[src/rtl/asrv32_bus_pkg.sv]
// Shared definitions for the asrv32 data-bus decoder: FSM states, index-width helper
// and the default RAM/CLINT address windows.
package asrv32_bus_pkg;

    typedef enum logic {
        ST_IDLE = 1'b0,
        ST_BUSY = 1'b1
    } bus_state_e;

    localparam logic [31:0] RAM_BASE   = 32'h0000_0000;
    localparam logic [31:0] RAM_MASK   = 32'h8000_0000;
    localparam logic [31:0] CLINT_BASE = 32'h8000_0000;
    localparam logic [31:0] CLINT_MASK = 32'hFFFF_FF80;

    // A single-device bus still needs a 1-bit select index.
    function automatic int dev_idx_w(input int n);
        return (n > 1) ? $clog2(n) : 1;
    endfunction

endpackage

[src/rtl/asrv32_bus_arbiter_n_if.sv]
// Core-side data port of the asrv32 bus decoder: request fields plus the
// registered response (rdata/ack/err).
interface asrv32_bus_arbiter_n_if;
    logic [31:0] i_data_addr;
    logic [31:0] i_wdata;
    logic        i_wr_en;
    logic [3:0]  i_wr_mask;
    logic        i_stb_data;
    logic [31:0] o_rdata;
    logic        o_ack_data;
    logic        o_err;

    modport master (
        output i_data_addr, i_wdata, i_wr_en, i_wr_mask, i_stb_data,
        input  o_rdata, o_ack_data, o_err
    );

    modport slave (
        input  i_data_addr, i_wdata, i_wr_en, i_wr_mask, i_stb_data,
        output o_rdata, o_ack_data, o_err
    );
endinterface

[src/rtl/asrv32_addr_decoder.sv]
// Combinational base/mask address decoder; the lowest matching device index wins.
module asrv32_addr_decoder #(
    parameter int                         NUM_DEVICES = 4,
    parameter int                         IDX_W       = 2,
    parameter logic [32*NUM_DEVICES-1:0]  DEV_BASE    = '0,
    parameter logic [32*NUM_DEVICES-1:0]  DEV_MASK    = '0
) (
    input  logic [31:0]      i_addr,
    output logic             o_hit,
    output logic [IDX_W-1:0] o_sel
);

    // Scan from the highest index down so the lowest hit is written last.
    always_comb begin
        o_hit = 1'b0;
        o_sel = '0;
        for (int k = NUM_DEVICES - 1; k >= 0; k--) begin
            if ((i_addr & DEV_MASK[32*k +: 32]) == DEV_BASE[32*k +: 32]) begin
                o_hit = 1'b1;
                o_sel = IDX_W'(k);
            end else begin
                o_hit = o_hit;
            end
        end
    end

endmodule

[src/rtl/asrv32_bus_arbiter_n.sv]
// Registered data-bus decoder between the asrv32 core and NUM_DEVICES slaves.
// Define ASRV32_BUS_TIMEOUT_EN to release the bus with an error when a slave never acks.
module asrv32_bus_arbiter_n
    import asrv32_bus_pkg::*;
#(
    parameter int                         NUM_DEVICES    = 4,
    parameter logic [32*NUM_DEVICES-1:0]  DEV_BASE       = {32'h8000_0200, 32'h8000_0100, CLINT_BASE, RAM_BASE},
    parameter logic [32*NUM_DEVICES-1:0]  DEV_MASK       = {32'hFFFF_FF00, 32'hFFFF_FF00, CLINT_MASK, RAM_MASK},
    parameter int                         TIMEOUT_CYCLES = 255
) (
    input  logic                       i_clk,
    input  logic                       rst_n,
    asrv32_bus_arbiter_n_if.slave      bus,
    output logic [32*NUM_DEVICES-1:0]  o_dev_data_addr,
    output logic [32*NUM_DEVICES-1:0]  o_dev_wdata,
    output logic [4*NUM_DEVICES-1:0]   o_dev_wr_mask,
    output logic [NUM_DEVICES-1:0]     o_dev_wr_en,
    output logic [NUM_DEVICES-1:0]     o_dev_stb_data,
    input  logic [32*NUM_DEVICES-1:0]  i_dev_rdata,
    input  logic [NUM_DEVICES-1:0]     i_dev_ack_data
);

    localparam int IDX_W = dev_idx_w(NUM_DEVICES);

    logic                   w_hit;
    logic [IDX_W-1:0]       w_sel;
    logic [NUM_DEVICES-1:0] w_sel_onehot;
    logic [31:0]            w_dev_rdata;
    logic                   w_dev_ack;

    bus_state_e             r_state;
    logic [31:0]            r_addr;
    logic [31:0]            r_wdata;
    logic [3:0]             r_mask;
    logic                   r_wr;
    logic [IDX_W-1:0]       r_sel;
    logic [NUM_DEVICES-1:0] r_dev_stb;
    logic [NUM_DEVICES-1:0] r_dev_wr;
    logic [31:0]            r_rdata;
    logic                   r_ack;
    logic                   r_err;

`ifdef ASRV32_BUS_TIMEOUT_EN
    localparam int CNT_W = ($clog2(TIMEOUT_CYCLES + 1) > 8) ? $clog2(TIMEOUT_CYCLES + 1) : 8;
    logic [CNT_W-1:0]       r_cnt;
`else
    if (TIMEOUT_CYCLES < 1) begin : g_timeout_cfg_unused
    end
`endif

    asrv32_addr_decoder #(
        .NUM_DEVICES (NUM_DEVICES),
        .IDX_W       (IDX_W),
        .DEV_BASE    (DEV_BASE),
        .DEV_MASK    (DEV_MASK)
    ) u_dec (
        .i_addr (bus.i_data_addr),
        .o_hit  (w_hit),
        .o_sel  (w_sel)
    );

    // One-hot of the decoded device and the response lines of the latched device.
    always_comb begin
        w_sel_onehot = '0;
        for (int k = 0; k < NUM_DEVICES; k++) begin
            w_sel_onehot[k] = (w_sel == IDX_W'(k));
        end
        w_dev_rdata = i_dev_rdata[32*int'(r_sel) +: 32];
        w_dev_ack   = i_dev_ack_data[r_sel];
    end

    // Request/response FSM; strobes and ack/err are one-cycle pulses by default.
    always_ff @(posedge i_clk or negedge rst_n) begin
        if (!rst_n) begin
            r_state   <= ST_IDLE;
            r_addr    <= 32'h0000_0000;
            r_wdata   <= 32'h0000_0000;
            r_mask    <= 4'h0;
            r_wr      <= 1'b0;
            r_sel     <= '0;
            r_dev_stb <= '0;
            r_dev_wr  <= '0;
            r_rdata   <= 32'h0000_0000;
            r_ack     <= 1'b0;
            r_err     <= 1'b0;
`ifdef ASRV32_BUS_TIMEOUT_EN
            r_cnt     <= '0;
`endif
        end else begin
            r_dev_stb <= '0;
            r_dev_wr  <= '0;
            r_ack     <= 1'b0;
            r_err     <= 1'b0;
            case (r_state)
                ST_IDLE: begin
                    if (bus.i_stb_data && w_hit) begin
                        r_addr    <= bus.i_data_addr;
                        r_wdata   <= bus.i_wdata;
                        r_mask    <= bus.i_wr_mask;
                        r_wr      <= bus.i_wr_en;
                        r_sel     <= w_sel;
                        r_dev_stb <= w_sel_onehot;
                        r_dev_wr  <= bus.i_wr_en ? w_sel_onehot : '0;
                        r_state   <= ST_BUSY;
`ifdef ASRV32_BUS_TIMEOUT_EN
                        r_cnt     <= '0;
`endif
                    end else if (bus.i_stb_data) begin
                        r_ack   <= 1'b1;
                        r_err   <= 1'b1;
                        r_rdata <= 32'h0000_0000;
                    end else begin
                        r_state <= ST_IDLE;
                    end
                end
                ST_BUSY: begin
                    if (w_dev_ack) begin
                        r_ack   <= 1'b1;
                        r_rdata <= r_wr ? 32'h0000_0000 : w_dev_rdata;
                        r_state <= ST_IDLE;
`ifdef ASRV32_BUS_TIMEOUT_EN
                    end else if (r_cnt == CNT_W'(TIMEOUT_CYCLES - 1)) begin
                        r_ack   <= 1'b1;
                        r_err   <= 1'b1;
                        r_rdata <= 32'h0000_0000;
                        r_state <= ST_IDLE;
                    end else begin
                        r_cnt   <= r_cnt + CNT_W'(1);
                    end
`else
                    end else begin
                        r_state <= ST_BUSY;
                    end
`endif
                end
                default: r_state <= ST_IDLE;
            endcase
        end
    end

    assign bus.o_rdata     = r_rdata;
    assign bus.o_ack_data  = r_ack;
    assign bus.o_err       = r_err;
    assign o_dev_data_addr = {NUM_DEVICES{r_addr}};
    assign o_dev_wdata     = {NUM_DEVICES{r_wdata}};
    assign o_dev_wr_mask   = {NUM_DEVICES{r_mask}};
    assign o_dev_wr_en     = r_dev_wr;
    assign o_dev_stb_data  = r_dev_stb;

endmodule
[src/flat_wrapper.sv]
// flat-port wrapper written by rule: the top's interface ports become plain ports
module asrv32_bus_arbiter_n_flat import asrv32_bus_pkg::*;
#(
    parameter int                         NUM_DEVICES    = 4,
    parameter logic [32*NUM_DEVICES-1:0]  DEV_BASE       = {32'h8000_0200, 32'h8000_0100, CLINT_BASE, RAM_BASE},
    parameter logic [32*NUM_DEVICES-1:0]  DEV_MASK       = {32'hFFFF_FF00, 32'hFFFF_FF00, CLINT_MASK, RAM_MASK},
    parameter int                         TIMEOUT_CYCLES = 255
)
  (i_clk, rst_n, o_dev_data_addr, o_dev_wdata, o_dev_wr_mask, o_dev_wr_en, o_dev_stb_data, i_dev_rdata, i_dev_ack_data, bus_i_data_addr, bus_i_wdata, bus_i_wr_en, bus_i_wr_mask, bus_i_stb_data, bus_o_rdata, bus_o_ack_data, bus_o_err);
  asrv32_bus_arbiter_n_if bus_i ();
  input  logic i_clk;
  input  logic rst_n;
  output logic [32*NUM_DEVICES-1:0] o_dev_data_addr;
  output logic [32*NUM_DEVICES-1:0] o_dev_wdata;
  output logic [4*NUM_DEVICES-1:0] o_dev_wr_mask;
  output logic [NUM_DEVICES-1:0] o_dev_wr_en;
  output logic [NUM_DEVICES-1:0] o_dev_stb_data;
  input  logic [32*NUM_DEVICES-1:0] i_dev_rdata;
  input  logic [NUM_DEVICES-1:0] i_dev_ack_data;
  input wire logic [$bits(bus_i.i_data_addr)-1:0] bus_i_data_addr;
  input wire logic [$bits(bus_i.i_wdata)-1:0] bus_i_wdata;
  input wire logic [$bits(bus_i.i_wr_en)-1:0] bus_i_wr_en;
  input wire logic [$bits(bus_i.i_wr_mask)-1:0] bus_i_wr_mask;
  input wire logic [$bits(bus_i.i_stb_data)-1:0] bus_i_stb_data;
  output wire logic [$bits(bus_i.o_rdata)-1:0] bus_o_rdata;
  output wire logic [$bits(bus_i.o_ack_data)-1:0] bus_o_ack_data;
  output wire logic [$bits(bus_i.o_err)-1:0] bus_o_err;
  assign bus_i.i_data_addr = bus_i_data_addr;
  assign bus_i.i_wdata = bus_i_wdata;
  assign bus_i.i_wr_en = bus_i_wr_en;
  assign bus_i.i_wr_mask = bus_i_wr_mask;
  assign bus_i.i_stb_data = bus_i_stb_data;
  assign bus_o_rdata = bus_i.o_rdata;
  assign bus_o_ack_data = bus_i.o_ack_data;
  assign bus_o_err = bus_i.o_err;
  asrv32_bus_arbiter_n #(.NUM_DEVICES(NUM_DEVICES), .DEV_BASE(DEV_BASE), .DEV_MASK(DEV_MASK), .TIMEOUT_CYCLES(TIMEOUT_CYCLES)) u_core (.i_clk(i_clk), .rst_n(rst_n), .bus(bus_i), .o_dev_data_addr(o_dev_data_addr), .o_dev_wdata(o_dev_wdata), .o_dev_wr_mask(o_dev_wr_mask), .o_dev_wr_en(o_dev_wr_en), .o_dev_stb_data(o_dev_stb_data), .i_dev_rdata(i_dev_rdata), .i_dev_ack_data(i_dev_ack_data));
endmodule
[config.mk]
export PLATFORM = sky130hd
export DESIGN_NAME = asrv32_bus_arbiter_n_flat
export DESIGN_NICKNAME = d
export VERILOG_FILES = /design/src/rtl/asrv32_bus_pkg.sv /design/src/rtl/asrv32_bus_arbiter_n_if.sv /design/src/rtl/asrv32_addr_decoder.sv /design/src/rtl/asrv32_bus_arbiter_n.sv /design/src/flat_wrapper.sv
export SDC_FILE = /design/constraint.sdc
export NUM_CORES = 1
export LEC_CHECK = 0
export ABC_AREA = 1
export BUFFER_PORTS_ARGS = -buffer_cell sky130_fd_sc_hd__buf_2
export CAP_MARGIN = 25
export CORE_AREA = 2 2 202 204
export DETAILED_ROUTE_END_ITERATION = 10
export DIE_AREA = 0 0 204 206
export GPL_TIMING_DRIVEN = 0
export PLACE_DENSITY = 0.52
export SLEW_MARGIN = 15
export SYNTH_ARGS = -nofsm -noshare
export SYNTH_HDL_FRONTEND = slang
export SYNTH_HIERARCHICAL = 1
export SYNTH_SLANG_ARGS = --single-unit
[constraint.sdc]
create_clock -name i_clk -period 2.3 [get_ports i_clk]
set_input_delay 0.69 -clock i_clk [delete_from_list [all_inputs] [get_ports i_clk]]
set_output_delay 0.69 -clock i_clk [all_outputs]
set_load 0.03 [all_outputs]
==> metrics.md <==
| Metric | Value |
|---|---|
| Final setup fails | `0` |
| First-pass GRT wire length | `43.9 mm` |
| Final net count | `1742` |
| Clk sink count | `114` |
| Critical Path, Cell by Cell | `buf_2, nor2_1, nand3_1, nor2_1, nand3_1, nand3_1, nand3_1, buf_2, clkbuf_4, nor3_1` |
| CTS tree | `built` |
| Final hold viol count | `0` |
| Area leader, netlist | `dfrtp_1` |
| CP bufs+invs | `3` |
| Endpoint class of the critical path | `flip-flop` |
| Routed vias | `7912` |
| Die Ht | `206 um` |
| Worst-path clk slew | `0.06 ns` |
| R2R Setup Slk | `0.62 ns` |
| Slowest CP cell | `clkbuf_4` |
| Detailed Route Iter0 Violations | `259` |
| CP dominant cell by count | `nand3_1` |
| Share of layout cells above drive strength 1 | `51.9%` |
| Total grt overflow | `0` |
| Avg WL per Cell | `14.8 um` |
| YS warnings | `6` |
| Number of max-cap violations | `0` |
| # fillers | `4472` |
| Seq cells post-synth | `114` |
| Clk buf depth | `2` |
| Hold Crit Class | `input port to async pin` |
| Die area | `42000 um^2` |
| Maximum VDD drop | `0.000437 V` |
| Post-Syn Area | `7270 um^2` |
| Mapped Nets | `1205` |
| Rows | `74` |
| Half-perimeter wire length after placement | `24.9 mm` |
| Initial Utilization | `18.1%` |
| Total GRT Usage | `13.9%` |
| Delay-heaviest family, CP | `simple AND/OR/NAND/NOR gates` |
| Post-CTS Setup Bufs | `0` |
| CP max stage delay | `0.29 ns` |
| Power Dens Cells | `1120 nW/um^2` |
| Rel. slew slack | `61.0%` |
| GPL Wtd Cong | `0.896` |
| Final Cycle Share | `92.6%` |
| Area contributors post-synth | `dfrtp_1, buf_4, nand2_1` |
| Worst Max-Slew Pin Slew | `0.584 ns` |
| RSZ-0062 raised after global routing | `no` |
| Pre-antenna DRT Iters | `5` |
| Cts bufs inserted | `17` |
| Outcome | `complete, no violations` |
| H-tree level count | `4` |
| Most common cell after layout, fill and taps aside | `buf_2` |
| Worst skew pair latency | `0.42 ns` |
| Final wirelength | `30.8 mm` |
| Synthesis-to-finish area growth | `53.6%` |
| Slew Viols, Final | `0` |
| Vias in the first global route | `7326` |
| Vias per cell | `3.80` |
| DRC Markers | `0` |
| Crit path launch type | `input port` |
| Area of the multi-input gates | `2440 um^2` |
| Worst Path Max Fanout | `10` |
| Crit Path Class | `input port to flip-flop` |
| Design area | `11200 um^2` |
| Core Area | `40200 um^2` |
| Core Util, Final | `27.8%` |
| Register Area | `2850 um^2` |
| Final Skew | `0.0137 ns` |
| CP arrival | `2.44 ns` |
| Pin count of the biggest net entering global routing | `64` |
| Final ANT Viol Nets | `0` |
| Maximum clock frequency | `470 MHz` |
| Die W | `204 um` |
| Mean Syn Cell Area | `7.26 um^2` |
| Num ports | `518` |
| Synth Instances | `1001` |
| Netlist cell types | `24` |
| Root Buffer | `clkbuf_16` |
| Seq/Total Area, Yosys | `39.2%` |
| Worst endpoint required time | `2.61 ns` |
| Placed Instance Area | `10600 um^2` |
| Commonest non-fill, non-tap cells in the layout | `buf_2, nand2_1, buf_4` |
| P_leak | `6.84 nW` |
| Port Buffers | `517` |
| Diodes inserted | `0` |
| Initial antenna violation count | `1` |
| Min Tclk post-route | `2.13 ns` |
| Synth top area share | `39.2%` |
power by group:
part,internal [mW],switching [mW],total [mW],leakage [nW]
combinational,2.37,4.22,6.59,5.09
clock,1.75,1.01,2.76,0.282
sequential,2.50,0.604,3.10,1.46
cells by family after synthesis:
kind of cell | share of synthesized area (%)
AND/OR/NAND/NOR | 28.7
buffers and inverters | 27.1
flip-flops | 39.2
AO/OA/AOI/OAI | 4.73
XOR/XNOR | 0.121
stage by stage:
step                hold slack (ns)  power, mW  worst slack (ns)  TNS, ns  std cells
finish                        0.223       12.5             0.171        0       2082
global route                  0.257       13.1           0.00670        0       2082
CTS                           0.232       12.7            0.0147        0       2082
detailed placement            0.491       9.81            -0.718   -37.75       2051
global placement              0.483       9.76             -1.08  -157.44       2050
floorplan                     0.394       7.74             0.421        0       1001
what timing repair did:
item | 4_1_cts | 5_1_grt
hold endpoints to repair | 0 | 0
hold buffers | 0 | 0
resized for setup | 3 | 11
pin swaps | 0 | 0
setup endpoints to repair | 13 | 45
worst paths after layout:
path | startpoint | endpoint | cells past startpoint
worst max register to register | u_core/r_sel[0]$_DFFE_PN0P_ | u_core/bus.o_rdata[0]$_DFFE_PN0P_ | 7
worst max-delay path | bus_i_data_addr[11] | u_core/o_dev_stb_data[0]$_DFF_PN0_ | 10
worst min-delay path | rst_n | u_core/bus.o_rdata[5]$_DFFE_PN0P_ | 1
worst min register to register | u_core/bus.o_rdata[5]$_DFFE_PN0P_ | u_core/bus.o_rdata[5]$_DFFE_PN0P_ | 2
min in group i_clk | bus_i_wdata[24] | u_core/r_wdata[24]$_DFFE_PN0P_ | 3
max in group asynchronous | rst_n | u_core/r_wdata[15]$_DFFE_PN0P_ | 2
registers in the layout (all words and copies together), names as in the netlist:
register	count
u_core/bus.o_rdata	32
u_core/r_addr	32
u_core/r_wdata	32
u_core/o_dev_stb_data	4
u_core/o_dev_wr_en	4
u_core/r_mask	4
u_core/r_sel	2
u_core/bus.o_ack_data	1
u_core/bus.o_err	1
u_core/r_state	1
u_core/r_wr	1
cell usage after synthesis, drive strengths merged:
cell	instances
nand4	1
nor4	1
nor3	5
dfrtp	114
clkbuf	11
xnor2	1
buf	241
nand2	320
o21ai	68
nor2	117
nand3	73
inv	49
final cells by class:
class	count	area share [%]
inverter	49	1.67
timing repair buffer	518	23.5
multi-input combinational	586	21.9
clock buffer	22	4.16
clock inverter	9	1.18
sequential	114	25.6
buffer	252	16.1
tap	532	5.96
layer usage:
metal	routed length [um]	GRT usage, %	vias to the layer above
li1	-	-	3961
met1	12500	16.1	3563
met2	15600	25.2	360
met3	2060	3.04	26
met4	648	4.92	2
met5	13	0	-
No activity file was read; power rests on OpenSTA's default activity.
